==> config.mk <==
export PLATFORM = sky130hd
export DESIGN_NAME = fifo_axis_packetizer_flat
export DESIGN_NICKNAME = d
export VERILOG_FILES = /design/src/rtl/fifo_axis_packetizer_if.sv /design/src/rtl/fifo_axis_packetizer.sv /design/src/flat_wrapper.sv
export SDC_FILE = /design/constraint.sdc
export NUM_CORES = 1
export LEC_CHECK = 0
export BUFFER_PORTS_ARGS = -buffer_cell sky130_fd_sc_hd__buf_2
export CAP_MARGIN = 20
export CORE_ASPECT_RATIO = 0.9
export CORE_MARGIN = 5
export CORE_UTILIZATION = 50
export CTS_CLUSTER_SIZE = 16
export DETAILED_ROUTE_END_ITERATION = 12
export GPL_ROUTABILITY_DRIVEN = 0
export GPL_TIMING_DRIVEN = 0
export PLACE_DENSITY = 0.69
export SYNTH_ARGS = -nofsm -noshare
export SYNTH_HDL_FRONTEND = slang
export SYNTH_SLANG_ARGS = --single-unit
==> constraint.sdc <==
create_clock -name i_clk -period 5.2 [get_ports i_clk]
set_input_delay 1.04 -clock i_clk [delete_from_list [all_inputs] [get_ports i_clk]]
set_output_delay 1.04 -clock i_clk [all_outputs]
set_load 0.02 [all_outputs]
==> src/rtl/fifo_axis_packetizer_if.sv <==
// rtl/fifo_axis_packetizer_if.sv - FIFO read port and AXI4-Stream master bundle for the packetizer
interface fifo_axis_packetizer_if #(
    parameter int DATA_WIDTH = 8
);
    logic                  o_fifo_rd_en;
    logic                  i_fifo_empty;
    logic [DATA_WIDTH-1:0] i_fifo_rd_data;
    logic                  i_fifo_rd_valid;
    logic [DATA_WIDTH-1:0] o_m_axis_tdata;
    logic                  o_m_axis_tvalid;
    logic                  o_m_axis_tlast;
    logic                  i_m_axis_tready;

    modport master (
        output o_fifo_rd_en, o_m_axis_tdata, o_m_axis_tvalid, o_m_axis_tlast,
        input  i_fifo_empty, i_fifo_rd_data, i_fifo_rd_valid, i_m_axis_tready
    );

    modport slave (
        input  o_fifo_rd_en, o_m_axis_tdata, o_m_axis_tvalid, o_m_axis_tlast,
        output i_fifo_empty, i_fifo_rd_data, i_fifo_rd_valid, i_m_axis_tready
    );
endinterface

==> src/rtl/fifo_axis_packetizer.sv <==
// rtl/fifo_axis_packetizer.sv - pulls words from a sync FIFO and emits fixed-length AXI4-Stream packets
module fifo_axis_packetizer #(
    parameter int DATA_WIDTH = 8,
    parameter int LEN_WIDTH  = 16
) (
    input  logic                 i_clk,
    input  logic                 i_a_rst,
    input  logic                 i_enable,
    input  logic [LEN_WIDTH-1:0] i_pkt_len,
    fifo_axis_packetizer_if.master bus,
    output logic                 o_busy,
    output logic                 o_pkt_done
);
    typedef enum logic {ST_IDLE, ST_RUN} state_t;

    state_t                state_q, state_d;
    logic [LEN_WIDTH-1:0]  len_q, len_d;
    logic [LEN_WIDTH-1:0]  beat_cnt_q, beat_cnt_d;
    logic [LEN_WIDTH-1:0]  req_cnt_q, req_cnt_d;
    logic [1:0]            occ_q, occ_d;
    logic [1:0]            in_flight_q, in_flight_d;
    logic                  rd_ptr_q, rd_ptr_d;
    logic [DATA_WIDTH-1:0] buf_q [2];
    logic [DATA_WIDTH-1:0] buf_d [2];

    logic                  tvalid, tlast, pop, push, rd_en, wr_ptr;
    logic [2:0]            slots_used;
    logic [LEN_WIDTH-1:0]  start_len;

    always_ff @(posedge i_clk or posedge i_a_rst) begin
        if (i_a_rst) begin
            state_q     <= ST_IDLE;
            len_q       <= '0;
            beat_cnt_q  <= '0;
            req_cnt_q   <= '0;
            occ_q       <= '0;
            in_flight_q <= '0;
            rd_ptr_q    <= 1'b0;
            buf_q[0]    <= '0;
            buf_q[1]    <= '0;
        end else begin
            state_q     <= state_d;
            len_q       <= len_d;
            beat_cnt_q  <= beat_cnt_d;
            req_cnt_q   <= req_cnt_d;
            occ_q       <= occ_d;
            in_flight_q <= in_flight_d;
            rd_ptr_q    <= rd_ptr_d;
            buf_q[0]    <= buf_d[0];
            buf_q[1]    <= buf_d[1];
        end
    end

    always_comb begin
        tvalid     = (occ_q != 2'd0);
        tlast      = tvalid && (beat_cnt_q == len_q - LEN_WIDTH'(1));
        pop        = tvalid && bus.i_m_axis_tready;
        // Only accept returned words we actually asked for; this drops reads issued before a reset.
        push       = bus.i_fifo_rd_valid && (in_flight_q != 2'd0);
        // A beat leaving this cycle frees its slot, which keeps one-beat-per-clock streaming.
        slots_used = {1'b0, occ_q} + {1'b0, in_flight_q} - {2'b00, pop};
        rd_en      = (state_q == ST_RUN) && !bus.i_fifo_empty
                     && (slots_used < 3'd2) && (req_cnt_q < len_q);
        wr_ptr     = rd_ptr_q ^ occ_q[0];
        start_len  = (i_pkt_len == '0) ? LEN_WIDTH'(1) : i_pkt_len;

        buf_d[0] = buf_q[0];
        buf_d[1] = buf_q[1];
        if (push) begin
            buf_d[wr_ptr] = bus.i_fifo_rd_data;
        end
        occ_d       = occ_q + {1'b0, push} - {1'b0, pop};
        in_flight_d = in_flight_q + {1'b0, rd_en} - {1'b0, push};
        rd_ptr_d    = rd_ptr_q ^ pop;

        state_d    = state_q;
        len_d      = len_q;
        beat_cnt_d = beat_cnt_q + LEN_WIDTH'(pop);
        req_cnt_d  = req_cnt_q + LEN_WIDTH'(rd_en);

        case (state_q)
            ST_IDLE: begin
                if (i_enable) begin
                    state_d    = ST_RUN;
                    len_d      = start_len;
                    beat_cnt_d = '0;
                    req_cnt_d  = '0;
                end
            end
            ST_RUN: begin
                if (pop && tlast) begin
                    beat_cnt_d = '0;
                    req_cnt_d  = '0;
                    if (i_enable) begin
                        len_d = start_len;
                    end else begin
                        state_d = ST_IDLE;
                    end
                end
            end
            default: state_d = ST_IDLE;
        endcase

        bus.o_fifo_rd_en    = rd_en;
        bus.o_m_axis_tvalid = tvalid;
        bus.o_m_axis_tlast  = tlast;
        bus.o_m_axis_tdata  = tvalid ? buf_q[rd_ptr_q] : '0;
        o_busy              = (state_q == ST_RUN);
        o_pkt_done          = pop && tlast;
    end
endmodule

==> src/flat_wrapper.sv <==
// flat-port wrapper written by rule: the top's interface ports become plain ports
module fifo_axis_packetizer_flat 
#(
    parameter int DATA_WIDTH = 8,
    parameter int LEN_WIDTH  = 16
)
  (i_clk, i_a_rst, i_enable, i_pkt_len, o_busy, o_pkt_done, bus_o_fifo_rd_en, bus_o_m_axis_tdata, bus_o_m_axis_tvalid, bus_o_m_axis_tlast, bus_i_fifo_empty, bus_i_fifo_rd_data, bus_i_fifo_rd_valid, bus_i_m_axis_tready);
  fifo_axis_packetizer_if #(.DATA_WIDTH(DATA_WIDTH)) bus_i ();
  input  logic i_clk;
  input  logic i_a_rst;
  input  logic i_enable;
  input  logic [LEN_WIDTH-1:0] i_pkt_len;
  output logic o_busy;
  output logic o_pkt_done;
  output wire logic [$bits(bus_i.o_fifo_rd_en)-1:0] bus_o_fifo_rd_en;
  output wire logic [$bits(bus_i.o_m_axis_tdata)-1:0] bus_o_m_axis_tdata;
  output wire logic [$bits(bus_i.o_m_axis_tvalid)-1:0] bus_o_m_axis_tvalid;
  output wire logic [$bits(bus_i.o_m_axis_tlast)-1:0] bus_o_m_axis_tlast;
  input wire logic [$bits(bus_i.i_fifo_empty)-1:0] bus_i_fifo_empty;
  input wire logic [$bits(bus_i.i_fifo_rd_data)-1:0] bus_i_fifo_rd_data;
  input wire logic [$bits(bus_i.i_fifo_rd_valid)-1:0] bus_i_fifo_rd_valid;
  input wire logic [$bits(bus_i.i_m_axis_tready)-1:0] bus_i_m_axis_tready;
  assign bus_o_fifo_rd_en = bus_i.o_fifo_rd_en;
  assign bus_o_m_axis_tdata = bus_i.o_m_axis_tdata;
  assign bus_o_m_axis_tvalid = bus_i.o_m_axis_tvalid;
  assign bus_o_m_axis_tlast = bus_i.o_m_axis_tlast;
  assign bus_i.i_fifo_empty = bus_i_fifo_empty;
  assign bus_i.i_fifo_rd_data = bus_i_fifo_rd_data;
  assign bus_i.i_fifo_rd_valid = bus_i_fifo_rd_valid;
  assign bus_i.i_m_axis_tready = bus_i_m_axis_tready;
  fifo_axis_packetizer #(.DATA_WIDTH(DATA_WIDTH), .LEN_WIDTH(LEN_WIDTH)) u_core (.i_clk(i_clk), .i_a_rst(i_a_rst), .i_enable(i_enable), .i_pkt_len(i_pkt_len), .bus(bus_i), .o_busy(o_busy), .o_pkt_done(o_pkt_done));
endmodule
==> key figures <==
Outcome
  • Status: complete, no violations

Detailed routing
  • Final ANT Viol Nets: 0
  • Iter 0 DRT Violations: 249
  • Via density per instance: 5.72
  • Routed met2 length: 5510 um
  • Highest Signal Layer: met4
  • Routed len/inst: 17.4 um
  • Vias: 3,768
  • WL final: 11,500 um
  • Met3 WL: 610 um
  • Total iterations of the first detailed-routing run: 5
  • DRC: 0
  • DRT met1 WL: 5120 um

STA
  • Fin crit period: 4670 ps
  • FMAX: 214 MHz
  • Hold Vio Cnt, Final: 0
  • Rel. slew slack: 40.6%
  • Worst Tran Pin Value: 892 ps
  • Setup repair after global routing missed its margin: false
  • Final Max Tran Viols: 0
  • Finish-stage setup viols: 0
  • Final period util: 89.8%
  • Post-Route Skew: 11.1 ps
  • Setup_tns: 0 ps

Power and ir drop
  • Cell internal pwr: 0.00121 W
  • Clk network pwr share: 21.9%
  • Leak: 2.43 nW
  • PD cells: 387 nW/um^2
  • P_sw: 0.000759 W
  • Peak supply drop: 0.362 mV
  • Sw Share: 38.6%
  • Total power: 0.00197 W
  • Logic pwr share: 38.5%
  • Sequential power share: 39.5%

CTS
  • Hold Buf Count CTS: 0
  • Clk slew on worst S/H paths: 90 ps
  • TritonCTS buffer count: 9
  • Maximum clock path buffer count: 2
  • Clock Latency Late Sink: 360 ps
  • CTS sink count: 70
  • Post-CTS sizing: 0
  • TritonCTS clock tree: yes
  • Buffers inserted by post-CTS timing repair: 0
  • Root buffer cell: clkbuf_8
  • H-tree depth: 3

Global routing
  • Initial antenna violation count: 0
  • Pin count of the biggest net entering global routing: 71
  • Remaining Overflow, GRT: 0
  • GRT Util Overall: 21.7%
  • Vias in the first global route: 3,777
  • First-pass GRT wire length: 18,600 um

Layout
  • # nets final: 587
  • N_diodes: 0
  • Most common cell after layout, fill and taps aside: dfrtp_1
  • Share of cells above drive strength 1: 17.3%
  • Synthesis-to-finish area growth: 12.2%
  • Most frequent cells in the layout: dfrtp_1, nor2_1, buf_2

Synthesis
  • Synth Area in Adders: 7.08%
  • Distinct cell type count after synthesis: 55
  • Xor/xnor share of the synthesized area: 9.68%
  • Average size of a mapped cell: 9.45 um^2
  • Async SR Flop Fraction: 100%
  • Multiplexer area fraction after synthesis: 6.41%
  • Largest family of logic cells by synthesized area: simple AND/OR/NAND/NOR gates
  • Ys flop type: dfrtp_1
  • Cell count after synthesis: 479
  • Yosys reg bits: 70
  • Ys Warns: 0
  • Synth Area in Compound Gates: 13.8%
  • Area of the mapped netlist: 4530 um^2
  • Post-synth EDFFs: 0
  • Syn nets: 534
  • Fraction of the yosys area taken by sequential cells: 38.7%
  • Synth Area in Simple Gates: 19.2%

Placed design
  • Buffers on Ports: 42
  • Hpwl dp: 8440 um

Floorplan
  • Chip width: 110 um
  • Core Region: 8960 um^2
  • Total die area: 11,100 um^2
  • Initial Util: 50.5%
  • I/O Pins: 43
  • Die Y: 100 um
  • # rows: 33

Setup path
  • WP data arrival: 3630 ps
  • Required @ worst endpoint: 4160 ps
  • Max FO, Critical Path: 10
  • Worst path cell trace: inv_1 > ha_1 > or4b_4 > a2111oi_0 > o211ai_1 > a2111oi_2 > buf_4 > and4bb_2 > and2_1 > buf_2
  • R2R cell count: 10
  • Crit. End Element: primary output
  • CP max stage cell: a2111oi_0
  • Setup crit start kind: register
  • Crit path kind: register to primary output
  • Largest stage delay, worst path: 560 ps

Min path
  • Worst min path class: register to register
  • Hold depth: 1

Run
  • MaxCap Viol Count: 0
[logic make-up (layout without fill, tap and decap cells)]
group           Yosys count  in the layout
compound gates           89             89
xor+xnor                 50             50
fa+ha+maj                25             25
buf+inv                  50            108
flops                    70             70
mux                      27             27
simple gates            168            168
[cells in the mapped netlist, types with 11 or more instances]
| library cell | instances | area [um^2] |
|---|---|---|
| a211oi_1 | 16 | 120 |
| o21ai_0 | 23 | 115 |
| dfrtp_1 | 70 | 1750 |
| xor2_1 | 28 | 245 |
| and3_1 | 21 | 131 |
| inv_1 | 32 | 120 |
| a211o_1 | 18 | 158 |
| xnor2_1 | 22 | 193 |
| nor2_1 | 52 | 195 |
| a21oi_1 | 11 | 55.1 |
| nand2_1 | 34 | 128 |
| mux2_2 | 16 | 180 |
| ha_1 | 24 | 300 |
| nand3_1 | 18 | 90.1 |
| mux2i_1 | 11 | 110 |
[path summary, 6_finish.rpt]
check | startpoint | to | slack (ps)
max in group asynchronous | i_a_rst | u_core.len_q[1] | 3740
setup reg to reg | u_core.len_q[0] | u_core.len_q[7] | 1820
min in group asynchronous | i_a_rst | u_core.rd_ptr_q | 870
hold reg to reg | u_core.buf_q[3] | u_core.buf_q[3] | 510
hold / removal | u_core.buf_q[3] | u_core.buf_q[3] | 510
setup / recovery | u_core.len_q[0] | o_pkt_done | 530
[metal layers]
layer,vias up,GRT usage (%)
met5,-,0
met4,0,7.39
met3,18,4.89
met2,99,34.8
met1,1859,29.0
li1,1792,-
[power by group through the flow]
stage	logic [W]	registers, W	clock network, W
3_5_place_dp	0.000764	0.000787	0
3_3_place_gp	0.000736	0.000779	0
6_report	0.000758	0.000777	0.000432
5_1_grt	0.000856	0.000793	0.000460
2_1_floorplan	0.000578	0.000758	0
4_1_cts	0.000765	0.000776	0.000441
[sequential cells by signal, summed over array words and instances (netlist names)]
name,flops
u_core.in_flight_q,2
u_core.o_busy,1
u_core.req_cnt_q,16
u_core.occ_q,2
u_core.len_q,16
u_core.buf_q,16
u_core.rd_ptr_q,1
u_core.beat_cnt_q,16
[per-stage QoR]
stage / util [%] / cell area, um^2 / instances / setup WS [ps] / hold slack (ps)
after CTS: 56.7 / 5080 / 659 / 533 / 516
after detailed placement: 54.6 / 4890 / 643 / 933 / 495
after global placement: 54.6 / 4890 / 643 / 1070 / 489
after global routing: 56.7 / 5080 / 659 / 343 / 528
final: 56.7 / 5080 / 659 / 530 / 513
after floorplan: - / 4530 / 479 / 1430 / 461
[worst max-delay path, delay by kind of cell (launching register included)]
family | cells | cell delay (ps)
compound gates | 3 | 1120
buf+inv | 3 | 550
flops | 1 | 450
simple gates | 3 | 930
fa+ha+maj | 1 | 210
[area by class of cell]
| type | count | area [um^2] |
|---|---|---|
| inverter | 33 | 126 |
| fill | 823 | 3880 |
| clock inverter | 6 | 51.3 |
| sequential | 70 | 1750 |
| timing repair buffer | 42 | 210 |
| tap | 122 | 153 |
| buffer | 17 | 110 |
| multi-input combinational | 359 | 2540 |
| clock buffer | 10 | 138 |
Power figures use the tool's default switching activity.
